**src/rtl/hyperbus_pkg.sv**
```systemverilog
// hyperbus_pkg: shared HyperBus types for the transaction arbiter slice.
//   hyper_tf_t  - transaction descriptor (write flag, address space, burst)
//   hyper_cfg_t - PHY timing/config word
//   hyper_tx_t  - write beat (data, strb, last)
//   hyper_rx_t  - read beat (data, last, error)
//   arb_state_e - arbiter FSM states
package hyperbus_pkg;

    localparam int unsigned HyperDataW  = 32;  // dual-PHY width
    localparam int unsigned HyperStrbW  = HyperDataW / 8;
    localparam int unsigned HyperAddrW  = 32;
    localparam int unsigned HyperBurstW = 16;

    typedef struct packed {
        logic                   write;
        logic                   address_space;
        logic                   burst_type;
        logic [HyperAddrW-1:0]  address;
        logic [HyperBurstW-1:0] burst;
    } hyper_tf_t;

    typedef struct packed {
        logic [3:0]  t_latency_access;
        logic        en_latency_additional;
        logic [15:0] t_burst_max;
        logic [3:0]  t_read_write_recovery;
        logic [3:0]  t_rx_clk_delay;
        logic [3:0]  t_tx_clk_delay;
        logic        phys_in_use;
    } hyper_cfg_t;

    typedef struct packed {
        logic [HyperDataW-1:0] data;
        logic [HyperStrbW-1:0] strb;
        logic                  last;
    } hyper_tx_t;

    typedef struct packed {
        logic [HyperDataW-1:0] data;
        logic                  last;
        logic                  error;
    } hyper_rx_t;

    typedef enum logic [2:0] {
        ARB_IDLE   = 3'd0,
        ARB_ISSUE  = 3'd1,
        ARB_WRITE  = 3'd2,
        ARB_WAIT_B = 3'd3,
        ARB_READ   = 3'd4
    } arb_state_e;

endpackage

```
**src/rtl/hyperbus_rr_select.sv**
```systemverilog
// hyperbus_rr_select: combinational round-robin pick.
//   valid_i - request vector
//   ptr_i   - search start index (must be < NumReq)
//   grant_o - one-hot grant, all zero when nothing is valid
//   idx_o   - index of the granted requester (0 when none)
module hyperbus_rr_select #(
    parameter  int unsigned NumReq = 2,
    localparam int unsigned IdxW   = (NumReq > 1) ? $clog2(NumReq) : 1
) (
    input  logic [NumReq-1:0] valid_i,
    input  logic [IdxW-1:0]   ptr_i,
    output logic [NumReq-1:0] grant_o,
    output logic [IdxW-1:0]   idx_o
);

    int unsigned     w_sum;
    logic [IdxW-1:0] w_cand;
    logic            w_found;

    // Scan ptr, ptr+1, ... modulo NumReq; first valid wins.
    always_comb begin
        grant_o = '0;
        idx_o   = '0;
        w_found = 1'b0;
        w_sum   = 0;
        w_cand  = '0;
        for (int unsigned i = 0; i < NumReq; i++) begin
            w_sum = 32'(ptr_i) + i;
            if (w_sum >= NumReq) begin
                w_sum = w_sum - NumReq;
            end
            w_cand = IdxW'(w_sum);
            if (!w_found && valid_i[w_cand]) begin
                w_found         = 1'b1;
                grant_o[w_cand] = 1'b1;
                idx_o           = w_cand;
            end
        end
    end

endmodule

```
**src/rtl/hyperbus_trans_arbiter.sv**
```systemverilog
// hyperbus_trans_arbiter: shares one HyperBus PHY between NumReq requesters.
// A whole transaction (trans + tx/rx + b) is granted at a time, round-robin.
// Optional macro HYPERBUS_ARB_STATS_EN adds per-requester saturating grant
// counters on grant_cnt_o.
// Ports:
//   clk_i, rst_i (sync, active high)
//   req_trans_*  - per-requester transaction channel (valid/ready/desc/cs)
//   req_tx_*     - per-requester write-data channel
//   req_rx_*     - read-data channel, data broadcast, valid per requester
//   req_b_*      - write response, error broadcast, valid per requester
//   phy_*        - single PHY-side trans/tx/rx/b channels
//   owner_o      - current owner index, busy_o - FSM not idle
module hyperbus_trans_arbiter
    import hyperbus_pkg::*;
#(
    parameter  int unsigned NumReq   = 2,
    parameter  int unsigned NumChips = 2,
    localparam int unsigned IdxW     = (NumReq > 1) ? $clog2(NumReq) : 1
) (
    input  logic                               clk_i,
    input  logic                               rst_i,
    input  logic      [NumReq-1:0]             req_trans_valid_i,
    output logic      [NumReq-1:0]             req_trans_ready_o,
    input  hyper_tf_t [NumReq-1:0]             req_trans_i,
    input  logic      [NumReq-1:0][NumChips-1:0] req_trans_cs_i,
    input  logic      [NumReq-1:0]             req_tx_valid_i,
    output logic      [NumReq-1:0]             req_tx_ready_o,
    input  hyper_tx_t [NumReq-1:0]             req_tx_i,
    output logic      [NumReq-1:0]             req_rx_valid_o,
    input  logic      [NumReq-1:0]             req_rx_ready_i,
    output hyper_rx_t                          req_rx_o,
    output logic      [NumReq-1:0]             req_b_valid_o,
    input  logic      [NumReq-1:0]             req_b_ready_i,
    output logic                               req_b_error_o,
    output logic                               phy_trans_valid_o,
    input  logic                               phy_trans_ready_i,
    output hyper_tf_t                          phy_trans_o,
    output logic      [NumChips-1:0]           phy_trans_cs_o,
    output logic                               phy_tx_valid_o,
    input  logic                               phy_tx_ready_i,
    output hyper_tx_t                          phy_tx_o,
    input  logic                               phy_rx_valid_i,
    output logic                               phy_rx_ready_o,
    input  hyper_rx_t                          phy_rx_i,
    input  logic                               phy_b_valid_i,
    output logic                               phy_b_ready_o,
    input  logic                               phy_b_error_i,
    output logic      [IdxW-1:0]               owner_o,
`ifdef HYPERBUS_ARB_STATS_EN
    output logic      [NumReq-1:0][31:0]       grant_cnt_o,
`endif
    output logic                               busy_o
);

    arb_state_e          r_state;
    arb_state_e          w_state_nxt;
    logic [IdxW-1:0]     r_owner;
    logic [IdxW-1:0]     r_rr_ptr;
    hyper_tf_t           r_trans;
    logic [NumChips-1:0] r_cs;

    logic [NumReq-1:0]   w_grant;
    logic [IdxW-1:0]     w_grant_idx;
    logic                w_any;
    logic                w_load;
    logic                w_issue_hs;
    logic [IdxW-1:0]     w_owner_inc;

    hyperbus_rr_select #(
        .NumReq (NumReq)
    ) u_rr_select (
        .valid_i (req_trans_valid_i),
        .ptr_i   (r_rr_ptr),
        .grant_o (w_grant),
        .idx_o   (w_grant_idx)
    );

    assign w_any       = |w_grant;
    assign w_load      = (r_state == ARB_IDLE) && w_any;
    assign w_issue_hs  = (r_state == ARB_ISSUE) && phy_trans_ready_i;
    assign w_owner_inc = (r_owner == IdxW'(NumReq - 1)) ? '0 : r_owner + IdxW'(1);

    // State register plus the grant context captured in IDLE.
    always_ff @(posedge clk_i) begin
        if (rst_i) begin
            r_state  <= ARB_IDLE;
            r_owner  <= '0;
            r_rr_ptr <= '0;
            r_trans  <= '0;
            r_cs     <= '0;
        end else begin
            r_state <= w_state_nxt;
            if (w_load) begin
                r_owner <= w_grant_idx;
                r_trans <= req_trans_i[w_grant_idx];
                r_cs    <= req_trans_cs_i[w_grant_idx];
            end
            if (w_issue_hs) begin
                r_rr_ptr <= w_owner_inc;
            end
        end
    end

    // Next state and channel steering; everything is zero outside the owning state.
    always_comb begin
        w_state_nxt       = r_state;
        req_trans_ready_o = '0;
        req_tx_ready_o    = '0;
        req_rx_valid_o    = '0;
        req_rx_o          = '0;
        req_b_valid_o     = '0;
        req_b_error_o     = 1'b0;
        phy_trans_valid_o = 1'b0;
        phy_trans_o       = '0;
        phy_trans_cs_o    = '0;
        phy_tx_valid_o    = 1'b0;
        phy_tx_o          = '0;
        phy_rx_ready_o    = 1'b0;
        phy_b_ready_o     = 1'b0;

        case (r_state)
            ARB_IDLE: begin
                if (w_any) begin
                    w_state_nxt = ARB_ISSUE;
                end
            end
            ARB_ISSUE: begin
                phy_trans_valid_o = 1'b1;
                phy_trans_o       = r_trans;
                phy_trans_cs_o    = r_cs;
                // Requester ready is released only when the PHY accepts.
                if (phy_trans_ready_i) begin
                    req_trans_ready_o[r_owner] = 1'b1;
                    w_state_nxt = r_trans.write ? ARB_WRITE : ARB_READ;
                end
            end
            ARB_WRITE: begin
                phy_tx_valid_o          = req_tx_valid_i[r_owner];
                phy_tx_o                = req_tx_i[r_owner];
                req_tx_ready_o[r_owner] = phy_tx_ready_i;
                if (req_tx_valid_i[r_owner] && phy_tx_ready_i && req_tx_i[r_owner].last) begin
                    w_state_nxt = ARB_WAIT_B;
                end
            end
            ARB_WAIT_B: begin
                req_b_valid_o[r_owner] = phy_b_valid_i;
                req_b_error_o          = phy_b_error_i;
                phy_b_ready_o          = req_b_ready_i[r_owner];
                if (phy_b_valid_i && req_b_ready_i[r_owner]) begin
                    w_state_nxt = ARB_IDLE;
                end
            end
            ARB_READ: begin
                req_rx_valid_o[r_owner] = phy_rx_valid_i;
                req_rx_o                = phy_rx_i;
                phy_rx_ready_o          = req_rx_ready_i[r_owner];
                // Error beats pass through; only last releases ownership.
                if (phy_rx_valid_i && req_rx_ready_i[r_owner] && phy_rx_i.last) begin
                    w_state_nxt = ARB_IDLE;
                end
            end
            default: begin
                w_state_nxt = ARB_IDLE;
            end
        endcase
    end

    assign owner_o = r_owner;
    assign busy_o  = (r_state != ARB_IDLE);

`ifdef HYPERBUS_ARB_STATS_EN
    logic [NumReq-1:0][31:0] r_grant_cnt;

    // Saturating per-requester grant counters, bumped on each issue handshake.
    always_ff @(posedge clk_i) begin
        if (rst_i) begin
            r_grant_cnt <= '0;
        end else if (w_issue_hs && (r_grant_cnt[r_owner] != 32'hFFFF_FFFF)) begin
            r_grant_cnt[r_owner] <= r_grant_cnt[r_owner] + 32'd1;
        end
    end

    assign grant_cnt_o = r_grant_cnt;
`endif

endmodule

```
**config.mk**
```make
export PLATFORM = sky130hd
export DESIGN_NAME = hyperbus_trans_arbiter
export DESIGN_NICKNAME = d
export VERILOG_FILES = /design/src/rtl/hyperbus_pkg.sv /design/src/rtl/hyperbus_rr_select.sv /design/src/rtl/hyperbus_trans_arbiter.sv
export SDC_FILE = /design/constraint.sdc
export NUM_CORES = 1
export LEC_CHECK = 0
export ABC_CLOCK_PERIOD_IN_PS = 1850
export CELL_PAD_IN_SITES_DETAIL_PLACEMENT = 0
export CELL_PAD_IN_SITES_GLOBAL_PLACEMENT = 2
export CORE_MARGIN = 2
export CORE_UTILIZATION = 16
export CTS_BUF_LIST = sky130_fd_sc_hd__clkbuf_8
export CTS_CLUSTER_SIZE = 16
export DETAILED_ROUTE_END_ITERATION = 8
export HOLD_SLACK_MARGIN = 0.06
export PLACE_DENSITY_LB_ADDON = 0.1
export SETUP_SLACK_MARGIN = 0.3
export SYNTH_ARGS = -nofsm -noshare
export SYNTH_HDL_FRONTEND = slang
export SYNTH_HIERARCHICAL = 1
export SYNTH_SLANG_ARGS = --single-unit
```
**constraint.sdc**
```tcl
create_clock -name clk_i -period 1.85 [get_ports clk_i]
set_clock_uncertainty 0.05 [all_clocks]
set_input_delay 0.2775 -clock clk_i [delete_from_list [all_inputs] [get_ports clk_i]]
set_output_delay 0.2775 -clock clk_i [all_outputs]
set_load 0.005 [all_outputs]
```
==> flow_summary.ini <==
[layout]
final_net_count = 1177
final_cells = 1283
final_core_util_pct = 44.0
areaGrowthSynthToFinish_pct = 170
nFillCells = 2458
drive_gt1_share_pct = 54.4
diodes = 0

[floorplan]
rows = 58
die_area_um2 = 26900
pin_count = 368
die_y_um = 164
floorplan.initialDensity_pct = 16.3
chipWidth_um = 164
core_um2 = 25200

[timing]
setup_viol = 124
hold_viol = 0
maxSlewViolCount = 0
min_period_ns = 1.96
max_freq_ghz = 0.511
worst_pin_slew_ns = 0.619
period_share_pct = 106
fin_ws_ns = -0.108
rsz0062_at_grt = true
slew-limit-headroom_pct = 58.7

[clock_network]
cts_tree = built
clkSinkCount = 58
clk_pin_slew_worst_paths_ns = 0.07
cts_buffers = 9
clock_latency_ns = 0.35
cts_max_level = 3
cts-root-buf = clkbuf_8
cts_buffer_depth = 2
hold_buffers = 0

[synth]
async_flop_share_pct = 0
ys.flop_type = dfxtp_1
syn_avg_cell_area_um2 = 8.58
yosysWarnings = 6
netlist.area_leader.share_pct = 28.4
synthTopCellsByArea = dfxtp_1 28%, mux2i_1 23%, a211oi_2 12%
synth_top_family_by_area = simple AND/OR/NAND/NOR gates
synth.mux.area_fraction_pct = 23.0
ys_types = 29
yosys.area.top_type = dfxtp_1
synth-edff-count = 0
synth_fa_ha_area_share_pct = 0
syn-num-nets = 706
synth_seq_cells = 58
synth_most_common_cell = nor2_1
synth_cells = 477
synth_xor_area_share_pct = 0
ys_top_cells_by_count = 98 x nor2_1, 93 x mux2i_1, 61 x and3_1
synth_simple_gate_area_share_pct = 25.9
synth_compound_area_share_pct = 16.7
ys_seq_area_share_pct = 28.4
syn_area_um2 = 4090

[route]
vias_per_cell = 4.30
route.detailed.drc = 0
first_iter_violations = 179
drt-wirelength-per-cell_um = 19.7
routed_wl_um = 25300
first_pass_iters = 4
ant_nets = 0
vias = 5520

[worst_hold_path]
holdPathEnd = owner_o
min_from = rst_i
min_path_cells = 2
hp-class = input port to flop

[pwr]
peakVddDrop_mv = 0.293
pwr-share-clk_pct = 18.1
leakage_uw = 0.00456
power.internal_uw = 4080
switchingPower_uw = 2040
seq_power_share_pct = 25.8
power_density_nw_per_um2 = 553
power_uw = 6130
swShare_pct = 33.4
power_frac_comb_pct = 56.1

[job]
cap_viol_max_count = 0

[setup_path]
cpPeakStageDelay_ns = 0.36
rr_startpoint = r_state[0]
cp.required_ns = 1.52
crit_top_cell = buf_12
reg2reg_setup_slack_ns = -0.04
worstReg2RegEnd = r_trans[24]
slowest_stage = dfxtp_4
cp_data_arrival_time_ns = 1.63
criticalPathCategory = flop to output port
start_kind = flop
end_kind = output port
path_cells = nor2b_4, buf_6, buf_12, buf_12, buf_16, and3_1, buf_2
critical_path.max_fanout = 4
reg2regPathDepth = 8

[global_routing]
grt_pass1_vias = 5972
track_usage_pct = 17.8
grt_overflow = 0
grt_pass1_wl_um = 35500
antenna_found_initial = 0
grt_max_degree = 33

[placement]
gp_congestion = 0.807
dp_slack_ns = -0.176
hpwl_um = 16400
portBuffers = 367
dp_cells = 1182

[status]
status = finished with violations
violations = negative setup slack
## how the worst max path moves through the flow
| stage | start | end | cells after the start |
|---|---|---|---|
| after global placement | req_trans_valid_i[0] | r_trans[6] | 7 |
| after global routing | r_state[0] | phy_trans_o[6] | 7 |
| after CTS | r_state[0] | phy_trans_o[8] | 6 |
| final | r_state[0] | phy_trans_o[10] | 7 |
| after floorplan | r_state[1] | req_rx_o[0] | 5 |
| after detailed placement | req_trans_valid_i[0] | r_trans[35] | 7 |
## per-stage QoR
step                cell area [um^2]  TNS (ns)  hold slack, ns
floorplan                       4100         0           0.417
global placement                8590     -8.42           0.431
detailed placement              8590    -10.60           0.436
CTS                            10300     -6.99           0.335
global route                   11100    -17.18           0.409
finish                         11100     -5.53           0.379
## per-layer routing
metal / GRT usage [%] / vias up / routed length (um)
li1: - / 2646 / -
met1: 20.3 / 2656 / 9900
met2: 33.0 / 202 / 13400
met3: 4.82 / 16 / 1700
met4: 3.99 / 0 / 271
met5: 0 / - / 0
## flip-flops by register name, indices dropped and copies added, names as in the netlist
name / count
r_trans: 51
r_state: 3
r_cs: 2
owner_o: 1
r_rr_ptr: 1
## layout make-up
| cell class | count | area, um^2 | share of cell area (%) |
|---|---|---|---|
| Sequential cell | 58 | 1180 | 10.6 |
| Clock inverter | 6 | 41.3 | 0.373 |
| Timing Repair Buffer | 508 | 5740 | 51.9 |
| Multi-Input combinational cell | 367 | 3540 | 32.0 |
| Clock buffer | 10 | 138 | 1.24 |
| Tap cell | 330 | 413 | 3.73 |
| Inverter | 4 | 17.5 | 0.158 |
## layout by cell type, fill, tap and decap left out, drive strengths merged, types with 2 or more instances in the layout
| cell | count |
|---|---|
| nand2 | 3 |
| clkbuf | 18 |
| o21ai | 3 |
| nor2 | 99 |
| dfxtp | 58 |
| clkdlybuf4s50 | 227 |
| a21boi | 3 |
| and3 | 61 |
| mux2i | 93 |
| nor2b | 2 |
| nor3 | 3 |
| and2 | 34 |
| nand3 | 3 |
| buf | 271 |
| a211oi | 54 |
| clkinv | 2 |
| clkinvlp | 3 |
| inv | 5 |
## timing repair
action	4_1_cts	5_1_grt
pin swaps	60	36
setup endpoints to repair	195	195
endpoints found under the hold margin	0	0
buffers inserted	38	14
resized for setup	802	144
cloned	28	5
## critical path, delay by kind of cell (launching register included)
family / cells / cell delay (ns)
buffers and inverters: 5 / 0.61
flip-flops: 1 / 0.36
AND/OR/NAND/NOR: 2 / 0.31
## cell families after synthesis
family,count (synthesis)
multiplexers,94
buffers and inverters,52
flip-flops,58
AND/OR/NAND/NOR,208
AO/OA/AOI/OAI,65
## power by group through the flow
stage / sequential, uW / combinational, uW / clock (uW)
final: 1580 / 3440 / 1110
after global routing: 1600 / 3650 / 1210
after global placement: 1550 / 2040 / 0
after CTS: 1570 / 3200 / 1150
after detailed placement: 1560 / 2070 / 0
after floorplan: 1530 / 933 / 0
No activity file was read; power rests on OpenSTA's default activity.
==> RTL change 1, RTL diff (config.mk and constraints unchanged) <==
The option `HYPERBUS_ARB_STATS_EN` is turned on by a define.
--- a/src/rtl/hyperbus_trans_arbiter.sv
+++ b/src/rtl/hyperbus_trans_arbiter.sv
@@ -10,6 +10,8 @@
 //   req_b_*      - write response, error broadcast, valid per requester
 //   phy_*        - single PHY-side trans/tx/rx/b channels
 //   owner_o      - current owner index, busy_o - FSM not idle
+`define HYPERBUS_ARB_STATS_EN
+
 module hyperbus_trans_arbiter
     import hyperbus_pkg::*;
 #(
Formal check against the unedited RTL (old outputs only; new: grant_cnt_o): equivalent (Yosys induction, for registers that start in step).
==> RTL change 1 against the unedited design <==
The run still ends with negative setup slack left; sequential cell count up 64; final area rose by 66%; power grew to 2.7 times the old value; synthesized area is 83% higher; routed wire length up 89%; sequential power grew 120%; count of clock-buffer cells in the layout increased by 8; worst setup slack worse by 660 ps; register-to-register slack worse by 720 ps.
==> RTL change 1: results (changes against the unedited design) <==
Finish
  • Final-stage net count: 1910 (+62%)
  • Layout cells sized above 1: 50.9% (-3.5 points)
  • Fin cells: 2300 (+79%)
  • Fillcell total: 4753 (+93%)

GRT
  • M2 GR Usage: 33.8% (+0.83 points)
  • Total GRT Usage: 18.7% (+0.90 points)
  • Met1 usage: 21.8% (+1.5 points)
  • First-pass GRT wire length: 66600 um (+88%)
  • Pin count of the biggest net entering global routing: 95 (+190%)
  • Number of global-route vias before repair: 10.1k (+69%)
  • Initial antenna violation count: 2 (+2)

Synthesis
  • Post-synthesis mux area share: 14.1% (-9.0 points)
  • Synth Area in XOR/XNOR: 1.17% (+1.2 points)
  • Synth area leaders: dfxtp_1, mux2i_1, and2_1
  • Net Count, Synth: 1146 (+62%)
  • Number of library cell types mapped by synthesis: 64 (+120%)
  • Register area share after synthesis: 32.5% (+4.2 points)
  • Adder-cell share of the synthesized area: 0.167% (+0.17 points)
  • Post-synthesis compound-gate area fraction: 19.3% (+2.6 points)
  • Post-Syn Instances: 916 (+92%)

Outcome
  • Status: finished, violations left
  • Failing checks: negative setup slack

Power and ir drop
  • Worst VDD drop: 0.444 mV (+51%)
  • Leakage: 0.00774 uW (+70%)

Placement
  • Placed cells: 2099 (+78%)
  • Placed cell areas: 14300 um^2 (+67%)
  • IO Port Bufs: 431 (+17%)
  • DP HPWL: 32300 um (+97%)

Drt
  • DR top layer: met5
  • Metal3 WL: 2450 um (+44%)
  • Routed WL per cell: 20.8 um (+5.3%)
  • Initial DRT Pass Iterations: 5 (+1)
  • Met1 Wirelength: 19200 um (+94%)
  • Via density: 4.37 (+1.5%)
  • Routed wl met2: 25100 um (+87%)
  • DR iter-0 viols: 364 (+100%)

Critical path
  • Worst EP arrival: 2950 ps (+1320 ps)
  • Slowest Stage Delay on Critical Path: 460 ps (+100 ps)
  • Max FO, Critical Path: 7 (+3)

Clocking
  • CTS H-Tree Depth: 4 (+1)

STA
  • # setup viols final: 260 (+110%)
  • Relative slew slack: 56.4% (-2.3 points)
  • Final worst slack: -763 ps (-655 ps)
==> RTL change 1: power by group through the flow <==
| stage | sequential [uW] | combinational, uW | clock [uW] |
|---|---|---|---|
| 3_5_place_dp | 3430 | 5350 | 0 |
| 3_3_place_gp | 3400 | 5370 | 0 |
| 4_1_cts | 3380 | 8920 | 3080 |
| 2_1_floorplan | 3350 | 2480 | 0 |
| 6_report | 3420 | 10200 | 2990 |
| 5_1_grt | 3480 | 10800 | 3190 |
==> RTL change 1: cell type report <==
| type | count | area (um^2) | share of cell area (%) |
|---|---|---|---|
| Sequential cell | 122 | 2550 | 13.9 |
| Timing Repair Buffer | 825 | 8920 | 48.7 |
| Tap cell | 607 | 759 | 4.14 |
| Multi-Input combinational cell | 700 | 5590 | 30.5 |
| Clock buffer | 18 | 248 | 1.35 |
| Clock inverter | 14 | 220 | 1.20 |
| Inverter | 14 | 55.1 | 0.300 |
==> RTL change 1: critical path: cells and delay by family, from the launching register on <==
family,cells,cell delay [ps]
buffers and inverters,3,530
AOI/OAI and AO/OA,2,520
and+or+nand+nor,4,1030
DFF,1,410
==> RTL change 1: final timing paths <==
path               start               to  slack (ps)  cells past startpoint
max              owner_o  grant_cnt_o[53]        -760                      9
min reg2reg  r_trans[10]      r_trans[10]         450                      2
max reg2reg      owner_o  grant_cnt_o[53]        -760                      9
min                rst_i  grant_cnt_o[46]         230                      3
==> RTL change 1: repair_timing <==
item                       in CTS  in global routing
setup buffers                 100                 37
cloned                         26                  6
resized for setup             976                229
pin swaps                      82                 79
setup endpoints to repair     325                287
==> RTL change 1: stage by stage <==
step	setup slack, ps	setup TNS, ps	utilization (%)
floorplan	-1280	-81140	-
global placement	-725	-78570	30.8
detailed placement	-774	-83160	30.8
CTS	-750	-117510	37.0
global route	-819	-135470	39.5
finish	-763	-111610	39.5
==> RTL change 2, RTL diff (same settings) <==
Without the edit above. Register the output `req_b_error_o`, cleared by the reset; this adds one clock of latency there. The other outputs are not delayed to match.
--- a/src/rtl/hyperbus_trans_arbiter.sv
+++ b/src/rtl/hyperbus_trans_arbiter.sv
@@ -51,6 +51,8 @@
 `endif
     output logic                               busy_o
 );
+
+    logic req_b_error_d;
 
     arb_state_e          r_state;
     arb_state_e          w_state_nxt;
@@ -109,7 +111,7 @@
         req_rx_valid_o    = '0;
         req_rx_o          = '0;
         req_b_valid_o     = '0;
-        req_b_error_o     = 1'b0;
+        req_b_error_d     = 1'b0;
         phy_trans_valid_o = 1'b0;
         phy_trans_o       = '0;
         phy_trans_cs_o    = '0;
@@ -144,7 +146,7 @@
             end
             ARB_WAIT_B: begin
                 req_b_valid_o[r_owner] = phy_b_valid_i;
-                req_b_error_o          = phy_b_error_i;
+                req_b_error_d          = phy_b_error_i;
                 phy_b_ready_o          = req_b_ready_i[r_owner];
                 if (phy_b_valid_i && req_b_ready_i[r_owner]) begin
                     w_state_nxt = ARB_IDLE;
@@ -183,5 +185,13 @@
     assign grant_cnt_o = r_grant_cnt;
 `endif
 
+    always_ff @(posedge clk_i) begin
+        if (rst_i) begin
+            req_b_error_o <= '0;
+        end else begin
+            req_b_error_o <= req_b_error_d;
+        end
+    end
+
 endmodule
 
Behaviour: not the same (a bounded check fails within 4 cycles, from zero or initial values and one cycle with rst_i high).
==> RTL change 2 against the unedited design <==
The flow still finishes with violations (negative setup slack); final area down 8.4%; power down 5.3%; synthesized area up 2.2%; worst setup slack worse by 190 ps; highest routed layer unchanged; largest cell class unchanged; core utilization down 4.7 points; synthesized cell count down 0.42%; routed wire length down 7.9%; sequential cell count up 1; die area up 2.1%.
==> RTL change 2: results (changes against the unedited design) <==
Outcome
  • Status: finished, violations left
  • Failing checks: negative setup slack

Synthesis
  • Ys async rst share: 0% (unchanged)
  • Most frequent cells after synthesis: nor2_1, mux2i_1, and2_1
  • Number of library cell types mapped by synthesis: 35 (+21%)
  • Register area share after synthesis: 28.2% (-0.13 points)
  • Net Count, Synth: 704 (-0.28%)
  • Synth Warn #: 6 (unchanged)
  • Syn_area_per_cell: 8.81 um^2 (+2.6%)
  • Synth area leaders: dfxtp_1, mux2i_1, a211oi_2

Drt
  • Total Routed Length: 23300 um (-7.9%)
  • Initial DRT Pass Iterations: 4 (unchanged)
  • Via density: 4.08 (-5.1%)
  • Via count: 5150 (-6.7%)
  • DR iter-0 viols: 99 (-45%)

Power and ir drop
  • Worst VDD drop: 0.266 mV (-9.2%)
  • Internal power: 4010 uW (-1.7%)
  • Leakage: 0.00428 uW (-6.1%)

Finish
  • Layout cells sized above 1: 40.9% (-13 points)
  • Top Registers: r_trans: 51 flops, r_state: 3 flops, r_cs: 2 flops

Placement
  • Placed cells: 1161 (-1.8%)
  • IO Port Bufs: 367 (unchanged)
  • Pre-CTS setup slack: -171 ps (+5.05 ps)
  • Placed cell areas: 8380 um^2 (-2.4%)
  • Routability congestion estimate: 0.771 (-4.4%)
  • DP HPWL: 16000 um (-2.9%)

Min path
  • Hold crit path type: in2reg

STA
  • Final worst slack: -301 ps (-193 ps)
  • Max Slew Vio Count: 0 (unchanged)
  • # setup viols final: 158 (+27%)
  • Setup TNS: -19210 ps (-13680 ps)
  • Hold Slack: 248 ps (-131 ps)
  • Worst-margin pin slew: 272 ps (-347 ps)

Critical path
  • Register-to-Register Setup Slack: -50 ps
  • Max FO, Critical Path: 26 (+22)
  • Slowest Stage Delay on Critical Path: 520 ps (+160 ps)
  • Worst EP arrival: 1820 ps (+190 ps)
  • CP top delay family: buffers and inverters
  • Crit-path slowest cell: clkdlybuf4s50_1

Clocking
  • Max clock buf depth: 2 (unchanged)
  • Worst-Skew Late Latency: roughly 340 ps
  • Num CTS Buffers: 9 (unchanged)
  • CTS H-Tree Depth: 3 (unchanged)

GRT
  • Initial antenna violation count: 1 (+1)
  • Total GRT Usage: 15.6% (-2.2 points)
  • First-pass GRT wire length: 32900 um (-7.4%)
  • Pin count of the biggest net entering global routing: 34 (+3.0%)
  • Number of global-route vias before repair: 5448 (-8.8%)
RTL change 2: cell count changes after synthesis, sizes merged, moves of 2 or more:
cell | unedited run | this run
and2 | 34 | 88
and3 | 61 | 4
buf | 22 | 25
clkbuf | 26 | 18
inv | 4 | 2
nand2 | 3 | 8
nor2 | 99 | 101
o21ai | 3 | 1
RTL change 2: per-layer routing:
metal	up-vias	share of wire, %	global-route usage (%)
li1	2535	-	-
met1	2383	38	16.8
met2	219	52	28.5
met3	13	8.6	5.95
met4	0	0.93	3.97
met5	-	0	0
RTL change 2: path summary, 6_finish.rpt:
kind,startpoint,endpoint
worst max-delay path,r_state[0],phy_tx_o[17]
worst min-delay path,rst_i,r_trans[36]
worst max register to register,r_state[0],r_trans[2]
worst min register to register,r_trans[22],r_trans[22]
RTL change 2: layout make-up:
cell class,instances,area (um^2)
Timing Repair Buffer,478,5320
Tap cell,335,419
Inverter,2,10.0
Clock inverter,5,55.1
Clock buffer,10,138
Fill cell,2559,15700
Sequential cell,59,1200
Antenna cell,1,2.50
Multi-Input combinational cell,371,3000
RTL change 2: power groups by stage:
stage / clock, uW / sequential [uW] / combinational [uW]
floorplan: 0 / 1550 / 976
global placement: 0 / 1570 / 1950
detailed placement: 0 / 1570 / 1970
CTS: 1290 / 1550 / 2640
global route: 1330 / 1580 / 3240
finish: 1210 / 1560 / 3030
RTL change 2: kinds of logic after synthesis:
kind of cell	after synthesis	synth area share [%]
AO/OA/AOI/OAI	63	17.7
buffers and inverters	45	5.59
flip-flops	59	28.2
multiplexers	94	22.5
AND/OR/NAND/NOR	214	25.9
RTL change 2: what timing repair did:
action / CTS / global route
setup endpoints to repair: 193 / 194
resized for setup: 350 / 292
buffers inserted: 33 / 26
pin swaps: 15 / 58
gates cloned: 17 / 8
